**src/rtl/cache_page_client.sv**
```systemverilog
// Page-allocation client: requests pages from an external allocator with bounded
// retries, tracks granted pages in a FIFO and releases them oldest-first.
module cache_page_client #(
  parameter  int PAGES     = 32,
  parameter  int RETRY_MAX = 15,
  localparam int AWIDTH    = $clog2(PAGES)
) (
  input  logic              clk,
  input  logic              rst_n,
  input  logic              alloc_valid,
  output logic              alloc_ready,
  output logic              alloc_done,
  output logic              alloc_fail,
  output logic [AWIDTH-1:0] alloc_id,
  input  logic              free_valid,
  output logic              free_ready,
  output logic [AWIDTH-1:0] free_id,
  output logic              page_req,
  input  logic              page_grant,
  input  logic [AWIDTH-1:0] page_id,
  output logic              page_clr,
  output logic [AWIDTH-1:0] page_id_clr,
  output logic [AWIDTH:0]   held_count
);

  localparam logic [1:0] S_IDLE = 2'd0;
  localparam logic [1:0] S_REQ  = 2'd1;
  localparam logic [1:0] S_WAIT = 2'd2;

  localparam logic [AWIDTH:0]   FULL       = (AWIDTH+1)'(PAGES);
  localparam logic [AWIDTH:0]   CNT_ONE    = (AWIDTH+1)'(1);
  localparam logic [AWIDTH-1:0] PTR_LAST   = AWIDTH'(PAGES-1);
  localparam logic [AWIDTH-1:0] PTR_ONE    = AWIDTH'(1);
  localparam logic [7:0]        RETRY_LAST = 8'(RETRY_MAX-1);

  logic [1:0]        state_q, state_d;
  logic [7:0]        retry_q, retry_d;
  logic [AWIDTH-1:0] wptr_q, rptr_q;
  logic [AWIDTH:0]   count_q;
  logic [AWIDTH-1:0] mem_q [PAGES];
  logic              page_req_q, page_clr_q, alloc_done_q, alloc_fail_q;
  logic [AWIDTH-1:0] alloc_id_q, page_id_clr_q;
  logic              push, pop, done_d, fail_d;

  assign alloc_ready = (state_q == S_IDLE) && (count_q < FULL);
  assign free_ready  = (count_q != '0);
  assign free_id     = mem_q[rptr_q];
  assign pop         = free_valid && free_ready;

  always_comb begin
    state_d = state_q;
    retry_d = retry_q;
    push    = 1'b0;
    done_d  = 1'b0;
    fail_d  = 1'b0;
    case (state_q)
      S_IDLE: if (alloc_valid && alloc_ready) state_d = S_REQ;
      S_REQ:  state_d = S_WAIT;
      S_WAIT: begin
        if (page_grant) begin
          push    = 1'b1;
          done_d  = 1'b1;
          retry_d = '0;
          state_d = S_IDLE;
        end else if (retry_q >= RETRY_LAST) begin
          fail_d  = 1'b1;
          retry_d = '0;
          state_d = S_IDLE;
        end else begin
          retry_d = retry_q + 8'd1;
          state_d = S_REQ;
        end
      end
      default: state_d = S_IDLE;
    endcase
  end

  always_ff @(posedge clk or negedge rst_n) begin
    if (!rst_n) begin
      state_q       <= S_IDLE;
      retry_q       <= '0;
      wptr_q        <= '0;
      rptr_q        <= '0;
      count_q       <= '0;
      page_req_q    <= 1'b0;
      page_clr_q    <= 1'b0;
      alloc_done_q  <= 1'b0;
      alloc_fail_q  <= 1'b0;
      alloc_id_q    <= '0;
      page_id_clr_q <= '0;
    end else begin
      state_q      <= state_d;
      retry_q      <= retry_d;
      // page_req is high for the whole single-cycle REQ state
      page_req_q   <= (state_d == S_REQ);
      alloc_done_q <= done_d;
      alloc_fail_q <= fail_d;
      page_clr_q   <= pop;
      if (push) begin
        alloc_id_q <= page_id;
        wptr_q     <= (wptr_q == PTR_LAST) ? '0 : wptr_q + PTR_ONE;
      end
      if (pop) begin
        page_id_clr_q <= mem_q[rptr_q];
        rptr_q        <= (rptr_q == PTR_LAST) ? '0 : rptr_q + PTR_ONE;
      end
      case ({push, pop})
        2'b10:   count_q <= count_q + CNT_ONE;
        2'b01:   count_q <= count_q - CNT_ONE;
        default: count_q <= count_q;
      endcase
    end
  end

  always_ff @(posedge clk) begin
    if (push) mem_q[wptr_q] <= page_id;
  end

  assign page_req    = page_req_q;
  assign page_clr    = page_clr_q;
  assign page_id_clr = page_id_clr_q;
  assign alloc_done  = alloc_done_q;
  assign alloc_fail  = alloc_fail_q;
  assign alloc_id    = alloc_id_q;
  assign held_count  = count_q;

endmodule

```
**config.mk**
```make
export PLATFORM = sky130hd
export DESIGN_NAME = cache_page_client
export DESIGN_NICKNAME = d
export VERILOG_FILES = /design/src/rtl/cache_page_client.sv
export SDC_FILE = /design/constraint.sdc
export NUM_CORES = 1
export LEC_CHECK = 0
export CORE_ASPECT_RATIO = 1.25
export CORE_MARGIN = 2
export CORE_UTILIZATION = 28
export DETAILED_ROUTE_END_ITERATION = 10
export PLACE_DENSITY = 0.54
export SLEW_MARGIN = 30
export SYNTH_ARGS = -nofsm -noshare
export SYNTH_HDL_FRONTEND = slang
export SYNTH_SLANG_ARGS = --single-unit
```
**constraint.sdc**
```tcl
create_clock -name clk -period 2.8 [get_ports clk]
set_input_delay 0.56 -clock clk [delete_from_list [all_inputs] [get_ports clk]]
set_output_delay 0.56 -clock clk [all_outputs]
set_load 0.005 [all_outputs]
```
==> summary.txt, run 1 <==
Timing
  • WHS: 0.123 ns
  • Setup_tns: -0.334 ns
  • Slew Limit Fails: 0
  • Worst Skew: 0.0128 ns
  • Fmax: 0.346 GHz
  • Min Tclk post-route: 2.89 ns
  • Final worst slack: -0.0943 ns
  • RSZ-0062 raised after global routing: true
  • Crit share post-route: 103%
  • Slew HR: between 60% and 70%
  • Final setup fails: 5
  • Worst-Margin Slew: a little under 0.6 ns
  • Fin. Hold Viols: 0

Synthesis
  • Post-synth EDFFs: 160
  • Ys Warns: 0
  • #FFs+latches synth: 200
  • Async set-reset flop share out of synthesis: between 20% and 30%
  • Mapped cell area: between 0.008 and 0.009 mm^2
  • Synthesized net count: ~540
  • Ys flop type: edfxtp_1
  • Area fraction of the dominant cell type after synthesis: roughly three fifths
  • Seq/Total Area, Yosys: a little over two thirds
  • Mapped Cells: just over 500
  • Mapped Avg Cell Area: 15.9 um^2
  • Post-synth cell types: 53
  • Synth area leaders: edfxtp_1, dfrtp_1, mux4_2
  • Cell accounting for the most synthesized area: edfxtp_1

Setup path
  • Crit path DAT: between 2 and 2.5 ns
  • Worst Setup Path Type: reg -> out
  • Crit-path max FO: 5
  • Critical Path End Type: output pin
  • WP data required: between 2 and 2.5 ns
  • Startpoint types: flop

Final layout
  • Antenna Cells: 0
  • Design Area, Final: ~0.010 mm^2
  • Fin nets: around 630
  • Share of cells above drive strength 1: a little over a quarter
  • Most common cell after layout, fill and taps aside: edfxtp_1
  • Layout overhead on the synthesized area: 25.2%
  • Non-filler cells in the finished layout: 1012
  • Fillcell total: 2743
  • Most frequent cells in the layout: edfxtp_1, nand2_1, nor2_1, buf_4, dfrtp_1

Placement
  • RePlAce Congestion: between 0.7 and 0.8
  • Input/output buffers: 36
  • Area after DPL: roughly 0.0094 mm^2
  • Number of cells after detailed placement: 971
  • DP Wirelength: around 12000 um
  • Worst slack, placed: -0.158 ns

Global routing
  • Largest net degree at the start of global routing: 41
  • Gr usage total: 12.7%
  • Antenna violations before repair: 0
  • Grt ovf: 0
  • First-pass GRT wire length: between 20000 and 30000 um
  • Vias in the first global route: around 5000

Floorplanning
  • I/O pins: 37
  • Initial Util: between 20% and 30%
  • Die area: between 0.03 and 0.04 mm^2
  • Core footprint: 0.0292 mm^2
  • Chip height: 196 um
  • Die Wd: 158 um
  • Row count: 70

CTS
  • Post-CTS Hold Buffers: 0
  • CTS Buffer Depth: 2
  • Clock Pin Slew Worst Setup and Hold Paths: 0.07 ns
  • H-Tree Depth: 4
  • Clock root buffer master: clkbuf_16
  • Worst-skew pair later-pin latency: 0.43 ns
  • Clock Sinks: 200
  • CTS Buf Count: 17
  • CTS tree: done

Route
  • Post-Route WL: ~18000 um
  • Starting DRT DRC Count: approximately 350
  • TritonRoute pass-1 iters: 4
  • DRT antenna net count: 0
  • Routed len/inst: about 18 um
  • DRC Markers: 0
  • Post-DR vias/cell: 4.59
  • Via count: between 4000 and 5000

Hold path
  • Hold Path Class: in -> async

Outcome
  • Status: finished, violations left
  • Failing checks: setup timing

Power and ir drop
  • Static Leakage: ~3.6 nW
  • Worst vdd rail ir drop: between 0.0004 and 0.0005 V
  • Pwr dens: 947 mW/mm^2

Flow run
  • Max Cap Viol: 0
-- flip-flops by register name, indices dropped and copies added (netlist names) --
register,flops
page_id_clr,5
held_count,6
rptr_q,5
alloc_id,5
page_req,1
alloc_fail,1
mem_q,160
wptr_q,5
retry_q,8
alloc_done,1
page_clr,1
state_q,2
-- layout make-up --
cell class / instances / area, um^2 / share of cell area [%]
Clock buffer: 18 / 429 / 4.16
Clock inverter: 13 / 155 / 1.50
Inverter: 11 / 41.3 / 0.400
Multi-Input combinational cell: 282 / 2500 / 24.2
Sequential cell: 200 / 5810 / 56.2
Tap cell: 396 / 495 / 4.80
Timing Repair Buffer: 92 / 898 / 8.70
-- final timing paths --
check                                 to  slack, ns          start  cells past startpoint
min                           alloc_done       0.12          rst_n                      1
min in group clk             alloc_id[4]       0.48    alloc_id[4]                      2
max in group asynchronous      rptr_q[0]       2.23          rst_n                      1
max                           free_id[1]      -0.09      rptr_q[0]                      7
max reg2reg                held_count[5]       0.16  held_count[2]                      9
min reg2reg                  alloc_id[4]       0.48    alloc_id[4]                      2
-- metrics by stage --
stage / util, % / total power, mW
finish: 35.4 / 9.78
global placement: 32.3 / 6.86
CTS: 35.2 / 9.78
floorplan: - / 5.47
global route: 35.4 / 10.3
detailed placement: 32.3 / 6.97
-- power breakdown --
group | switching [mW] | internal (mW)
clock | 1.04 | 1.39
combinational | 1.66 | 1.93
sequential | 0.288 | 3.46
-- routing by layer --
metal	track usage [%]	vias to the layer above	routed length (um)
met4	4.34	0	330
met3	2.85	22	609
met1	14.8	2375	7420
met5	0	-	0
met2	22.8	80	10000
li1	-	2165	-
-- cell families (layout without fill, tap and decap cells) --
kind of cell | after synthesis | after routing | synth area share [%]
muxes | 49 | 49 | 10.7
xor gates and xnor gates | 3 | 3 | 0.319
buffers and inverters | 36 | 134 | 1.91
DFF | 200 | 200 | 70.4
adders and majority gates | 15 | 15 | 2.37
AOI/OAI and AO/OA | 66 | 66 | 5.75
and+or+nand+nor | 149 | 149 | 8.60
-- critical path: stages, from the launching register on --
cell,delay [ns]
dfrtp_2,0.40
buf_12,0.13
buf_12,0.12
mux4_2,0.53
a22o_1,0.26
nor3_2,0.25
a21oi_1,0.07
buf_2,0.14
-- synth_stat cells (all sizes together), types with 2 or more instances --
cell type / n
a211oi: 5
a21o: 2
a21oi: 8
a22o: 5
a22oi: 4
a311oi: 4
and2: 8
and3: 2
buf: 11
clkbuf: 14
dfrtp: 40
edfxtp: 160
ha: 14
inv: 11
mux2i: 18
mux4: 31
nand2: 48
nand2b: 7
nand3: 5
nand3b: 7
nor2: 47
nor2b: 3
nor3: 7
nor4: 5
o21a: 2
o21ai: 14
o221ai: 5
o22ai: 4
o31ai: 3
or3: 2
or3b: 2
or4: 2
xor2: 2
-- repair_timing --
item	4_1_cts	5_1_grt
buffers inserted	7	2
endpoints found under the setup margin	5	7
pin swaps	15	12
cloned	2	0
gates resized for setup	45	16
(Power assumes the default switching activity.)
==> inputs of run 2 (changes only) <==
Settings changed: HOLD_SLACK_MARGIN set to 0.05.
==> results of run 2 <==
Same layout as run 1: the final DEF is identical, and so are final timing and power.
